--- config.mk ---
export PLATFORM = sky130hd
export DESIGN_NAME = uart_rx
export DESIGN_NICKNAME = d
export VERILOG_FILES = /design/src/rtl/uart_rx.sv
export SDC_FILE = /design/constraint.sdc
export NUM_CORES = 1
export LEC_CHECK = 0
export BUFFER_PORTS_ARGS = -buffer_cell sky130_fd_sc_hd__buf_2
export CORE_ASPECT_RATIO = 1.4
export CORE_MARGIN = 1.5
export CORE_UTILIZATION = 57
export DETAILED_ROUTE_END_ITERATION = 12
export GPL_TIMING_DRIVEN = 1
export PLACE_DENSITY = 0.78
export RECOVER_POWER = 100
export SLEW_MARGIN = 20
export SYNTH_ARGS = -nofsm -noshare
export SYNTH_HDL_FRONTEND = slang
export SYNTH_SLANG_ARGS = --single-unit
--- constraint.sdc ---
create_clock -name clk -period 2.6 [get_ports clk]
set_input_delay 0.78 -clock clk [delete_from_list [all_inputs] [get_ports clk]]
set_output_delay 0.78 -clock clk [all_outputs]
set_load 0.05 [all_outputs]
--- src/rtl/uart_rx.sv ---
// UART receiver: 16x oversampling, 5..8 data bits, optional parity, 1 or 2 stop bits.
// Define UART_RX_FIFO_EN to use a 4-entry output FIFO instead of a single holding register.
module uart_rx (
    input  logic        clk,
    input  logic        rst,
    input  logic        rxd,
    input  logic [15:0] divisor,
    input  logic [1:0]  data_bits,
    input  logic        stop2,
    input  logic        parity_en,
    input  logic        even_par,
    output logic [7:0]  rx_data,
    output logic        rx_perr,
    output logic        rx_ferr,
    output logic        rx_valid,
    input  logic        rx_ready,
    output logic        overrun,
    output logic        busy
);

    typedef enum logic [2:0] {
        S_IDLE, S_START, S_DATA, S_PARITY, S_STOP1, S_STOP2
    } state_t;

    state_t      r_state;
    logic        r_sync1, r_sync2, r_rxd_d;
    logic [15:0] r_tick_cnt;
    logic [3:0]  r_os;
    logic [2:0]  r_bit_cnt;
    logic [2:0]  r_nbits_m1;
    logic        r_stop2, r_par_en, r_even;
    logic [7:0]  r_shift;
    logic        r_perr, r_ferr1;
    logic        r_overrun;

    logic        w_fall, w_start, w_tick, w_sample, w_done, w_done_ferr;

    assign w_fall      = r_rxd_d & ~r_sync2;
    assign w_start     = (r_state == S_IDLE) & w_fall;
    assign w_tick      = (r_tick_cnt == divisor);
    assign w_sample    = w_tick & (r_os == 4'd7) & (r_state != S_IDLE);
    assign w_done      = w_sample & (((r_state == S_STOP1) & ~r_stop2) | (r_state == S_STOP2));
    assign w_done_ferr = ~r_sync2 | r_ferr1;

    always_ff @(posedge clk or posedge rst) begin
        if (rst) begin
            r_sync1 <= 1'b1;
            r_sync2 <= 1'b1;
            r_rxd_d <= 1'b1;
        end else begin
            r_sync1 <= rxd;
            r_sync2 <= r_sync1;
            r_rxd_d <= r_sync2;
        end
    end

    // Restarting the tick counter on the start edge aligns oversample phase to the frame.
    always_ff @(posedge clk or posedge rst) begin
        if (rst)
            r_tick_cnt <= 16'd0;
        else if (w_start || w_tick)
            r_tick_cnt <= 16'd0;
        else
            r_tick_cnt <= r_tick_cnt + 16'd1;
    end

    always_ff @(posedge clk or posedge rst) begin
        if (rst) begin
            r_state    <= S_IDLE;
            r_os       <= 4'd0;
            r_bit_cnt  <= 3'd0;
            r_nbits_m1 <= 3'd0;
            r_stop2    <= 1'b0;
            r_par_en   <= 1'b0;
            r_even     <= 1'b0;
            r_shift    <= 8'd0;
            r_perr     <= 1'b0;
            r_ferr1    <= 1'b0;
        end else begin
            if (r_state != S_IDLE && w_tick)
                r_os <= r_os + 4'd1;
            case (r_state)
                S_IDLE: begin
                    if (w_fall) begin
                        r_state    <= S_START;
                        r_os       <= 4'd0;
                        r_bit_cnt  <= 3'd0;
                        r_nbits_m1 <= {1'b0, data_bits} + 3'd4;
                        r_stop2    <= stop2;
                        r_par_en   <= parity_en;
                        r_even     <= even_par;
                        r_shift    <= 8'd0;
                        r_perr     <= 1'b0;
                        r_ferr1    <= 1'b0;
                    end
                end
                S_START: begin
                    if (w_sample)
                        r_state <= r_sync2 ? S_IDLE : S_DATA;
                end
                S_DATA: begin
                    if (w_sample) begin
                        r_shift[r_bit_cnt] <= r_sync2;
                        if (r_bit_cnt == r_nbits_m1) begin
                            r_bit_cnt <= 3'd0;
                            r_state   <= r_par_en ? S_PARITY : S_STOP1;
                        end else begin
                            r_bit_cnt <= r_bit_cnt + 3'd1;
                        end
                    end
                end
                S_PARITY: begin
                    // Unused upper shift bits are zero, so the full-width XOR is the data parity.
                    if (w_sample) begin
                        r_perr  <= r_sync2 ^ (^r_shift) ^ ~r_even;
                        r_state <= S_STOP1;
                    end
                end
                S_STOP1: begin
                    if (w_sample) begin
                        r_ferr1 <= ~r_sync2;
                        r_state <= r_stop2 ? S_STOP2 : S_IDLE;
                    end
                end
                S_STOP2: begin
                    if (w_sample)
                        r_state <= S_IDLE;
                end
                default: r_state <= S_IDLE;
            endcase
        end
    end

    assign busy    = (r_state != S_IDLE);
    assign overrun = r_overrun;

`ifdef UART_RX_FIFO_EN
    logic [9:0] r_mem [4];
    logic [1:0] r_wptr, r_rptr;
    logic [2:0] r_count;
    logic       w_full, w_pop, w_push;
    logic [9:0] w_head;

    assign w_full = (r_count == 3'd4);
    assign w_pop  = (r_count != 3'd0) & rx_ready;
    assign w_push = w_done & (~w_full | w_pop);

    always_ff @(posedge clk or posedge rst) begin
        if (rst) begin
            r_wptr    <= 2'd0;
            r_rptr    <= 2'd0;
            r_count   <= 3'd0;
            r_overrun <= 1'b0;
        end else begin
            if (w_push)
                r_wptr <= r_wptr + 2'd1;
            if (w_pop)
                r_rptr <= r_rptr + 2'd1;
            r_count   <= r_count + {2'b00, w_push} - {2'b00, w_pop};
            r_overrun <= w_done & ~w_push;
        end
    end

    always_ff @(posedge clk) begin
        if (w_push)
            r_mem[r_wptr] <= {r_shift, r_perr, w_done_ferr};
    end

    assign rx_valid = (r_count != 3'd0);
    assign w_head   = rx_valid ? r_mem[r_rptr] : 10'd0;
    assign {rx_data, rx_perr, rx_ferr} = w_head;
`else
    logic       r_valid;
    logic [7:0] r_data;
    logic       r_perr_o, r_ferr_o;

    always_ff @(posedge clk or posedge rst) begin
        if (rst) begin
            r_valid   <= 1'b0;
            r_data    <= 8'd0;
            r_perr_o  <= 1'b0;
            r_ferr_o  <= 1'b0;
            r_overrun <= 1'b0;
        end else begin
            if (w_done && (!r_valid || rx_ready)) begin
                r_valid  <= 1'b1;
                r_data   <= r_shift;
                r_perr_o <= r_perr;
                r_ferr_o <= w_done_ferr;
            end else if (r_valid && rx_ready) begin
                r_valid <= 1'b0;
            end
            r_overrun <= w_done & r_valid & ~rx_ready;
        end
    end

    assign rx_valid = r_valid;
    assign rx_data  = r_data;
    assign rx_perr  = r_perr_o;
    assign rx_ferr  = r_ferr_o;
`endif

endmodule

==> parameters.txt <==
Parameter                              Value

Status
  Result of the run    complete, no violations

Layout
  Final core utilization    68.5%
  Layout-stage area growth over the synthesis result    14.6%
  Post-layout net count    363
  Number of cells in the finished layout apart from fillers    404
  Non-Filler Cell Area, Final    0.00334 mm^2
  Number of inserted diodes    0
  Share of cells above drive strength 1    17.6%

Critical path
  Critical-path maximum fanout    10
  Endpoint of the worst register-to-register path    rx_data[1]
  Launching point of the worst reg2reg path    r_tick_cnt[2]
  Worst R2R Path Depth    6
  Minimum setup slack among reg-to-reg paths    0.26 ns
  Crit path required time    2.83 ns
  Kind of end point of the critical path    flip-flop
  Crit Path Class    input port to flip-flop
  Arrival time worst endpoint    2.67 ns
  Startpoint Class    input port

Hold path
  Hold Crit Endpoint    r_sync2
  Hold Crit Class    flip-flop to flip-flop
  Min-Delay Path Depth    0
  Hold path startpoint    r_sync1

Timing
  Crit path time final    2.44 ns
  Final setup fails    0
  Peak Freq    0.410 GHz
  Sum Neg Setup Slack    0 ns
  Worst slew margin relative to its limit    40.1%
  Max Transition Viols Final    0
  Setup repair after global routing missed its margin    false
  Hold Worst Slack    0.361 ns
  Slew at the pin with the worst max-slew slack    0.898 ns
  Final hold viol count    0
  Setup clock skew after layout    0.00643 ns
  Worst Setup Slack, final    0.162 ns
  Ratio of final minimum period to clock period    93.8%

Clocking
  Number of buffers inserted by hold repair at cts    0
  Clock sink count    57
  Setup Buffers After CTS    0
  Post-CTS sizing    0
  H-Tree Level Count    3
  TritonCTS clock tree    built
  Number of CTS-inserted buffers    9
  Root Buffer    clkbuf_8
  Clock input transition at the sequential cells of the worst setup and hold paths    0.06 ns
  Clock latency reported for the late side of the worst-skew pair    0.34 ns
  Clk buf depth    2

Drt
  Count of antenna-violating nets left after detailed routing    0
  Via count    2,223
  Routed length per placed instance    14.6 um
  DRC errors left    0
  DR pass1 iterations    6
  Initial DRC count    84
  Top Layer Used    met4
  Wire length the detailed router placed on met1    2.44 mm
  Wire length after detailed routing    5.91 mm
  Number of vias per cell after detailed routing    5.50
  Total met2 wirelength after detailed routing    3.04 mm
  Detailed route wirelength on metal3    269 um

Logic synthesis
  Cell with the most instances after synthesis    dfrtp_1
  Yosys cell types    43
  Cell type with the highest aggregate area in the netlist    dfrtp_1
  Warning count from the yosys run    0
  Sequential cell area fraction in the yosys report    49.1%
  Mapped Nets    316
  Average size of a mapped cell    10.1 um^2
  Leading post-synthesis cells by instance count    dfrtp_1, nand2_1, xnor2_1
  Mapped Cells    288
  Post-Synthesis Cell Area    0.00292 mm^2
  Leading register cell type out of synthesis    dfrtp_1
  Number of synthesized register bits    57
  Fraction of synthesis flops using an asynchronous set or reset pin    100%
  Area share of the largest cell type after synthesis    46.4%
  Number of synthesized flops with an enable pin    0
  Cell types occupying the most area after synthesis    dfrtp_1, xnor2_1, nand2_1, mux2i_1, nor2_1

Place
  Final HPWL from detailed placement    4.22 mm
  Setup WS pre-CTS    -0.215 ns
  I/O Buffers    37
  Placed instance area    0.00324 mm^2
  Number of placed cells counting well taps    388
  Final estimated routing congestion in global placement    0.802

Floorplanning
  # rows    30
  Number of top-level pins    38
  Std-Cell Core Area    0.00488 mm^2
  Initial Utilization    59.7%
  Width of the die    63.4 um
  Die Y-Extent    87.6 um
  Overall die area    0.00556 mm^2

Power
  Total Power Consumption    2.30 mW
  Total power divided by cell area    688 mW/mm^2
  Maximum vdd ir drop    0.000505 V
  Leakage dissipation    1.55 nW
  Combinational group share of total power    20.2%
  Fraction of power consumed by the clock network    30.1%
  Net switching component of the power    0.719 mW
  Internal power of the cells    1.58 mW
  Flop pwr share    49.7%
  Switching share of total power    31.3%

Global routing
  Vias in the first global route    2,149
  Global route overflow    0
  Tot GR Track Use    23.7%
  Maximum number of pins on one net before global-route repair    37
  First-pass GRT wire length    9.80 mm
  Number of antenna violations at the first check in global routing    0

Job
  Number of max-capacitance violations reported    0
## power groups by stage
stage                     combinational, mW  clock [mW]  sequential [mW]
after floorplan                       0.368           0             1.12
after global placement                0.459           0             1.15
after detailed placement              0.475           0             1.16
after CTS                             0.480       0.711             1.14
after global routing                  0.520       0.744             1.17
final                                 0.464       0.691             1.14
## logic make-up after synthesis
group,synth area share [%]
flops,49.1
xor+xnor,12.6
fa+ha+maj,1.29
simple gates,21.0
compound gates,5.75
mux,7.30
buf+inv,3.00
## how the worst max path moves through the flow
stage | slack (ns) | to | cells past startpoint | startpoint
final | 0.16 | rx_data[1] | 7 | divisor[8]
after global routing | 0.08 | r_bit_cnt[1] | 6 | r_sync2
after CTS | 0.16 | rx_perr | 7 | divisor[8]
after detailed placement | -0.22 | rx_data[1] | 7 | divisor[8]
after global placement | -0.13 | rx_data[2] | 7 | divisor[5]
after floorplan | 0.05 | rx_data[0] | 6 | divisor[14]
## registers in the layout, indices dropped and copies added, names as in the netlist, 3 cells and up
| name | cells |
|---|---|
| r_nbits_m1 | 3 |
| r_os | 4 |
| r_tick_cnt | 16 |
| rx_data | 8 |
| r_bit_cnt | 3 |
| r_state | 3 |
| r_shift | 8 |
## cells in the final DEF (no fill, tap or decap), types with 2 or more instances in the layout
cell        synthesis  layout
or4_1               0       2
nor4_1              2       2
inv_1               9       9
nor2b_1             4       4
nor2_1             26      26
nand2b_1            9       9
nand4b_1            3       3
clkbuf_2            0       4
dfrtp_1            54      54
and4_1              2       2
o21ai_0             7       7
nand4_1            12      12
ha_1                3       3
buf_4               0       5
buf_2               1      24
mux2_1              3       3
nand2_1            36      36
clkbuf_1            9      14
mux2i_1            10      10
clkinvlp_4          0       2
dfstp_2             3       2
xor2_1              9       9
and3_1              4       4
a41o_1              3       3
a21oi_1             3       3
clkbuf_8            0       9
nand3_1            10      10
nor3_1              6       6
xnor2_1            33      33
mux2_2              7       7
a21o_1              2       2
clkinv_2            0       4
## final cells by class
cell class,instances,area [um^2]
Multi-Input combinational cell,210,1400
Fill cell,428,1540
Tap cell,64,80.1
Clock buffer,10,128
Clock inverter,6,35.0
Inverter,10,37.5
Sequential cell,57,1430
Timing Repair Buffer,47,234
## per-layer routing
metal,up-vias,track usage (%)
met4,0,13.2
met5,-,0
met3,13,7.33
met1,1074,26.8
li1,1085,-
met2,51,39.9
## worst max-delay path, cell delays in order
cell,delay (ns)
buf_2,0.10
xnor2_1,0.19
nand4_1,0.14
or4_1,0.56
nor4b_2,0.29
buf_4,0.24
mux2_2,0.35
Power figures use the tool's default switching activity.
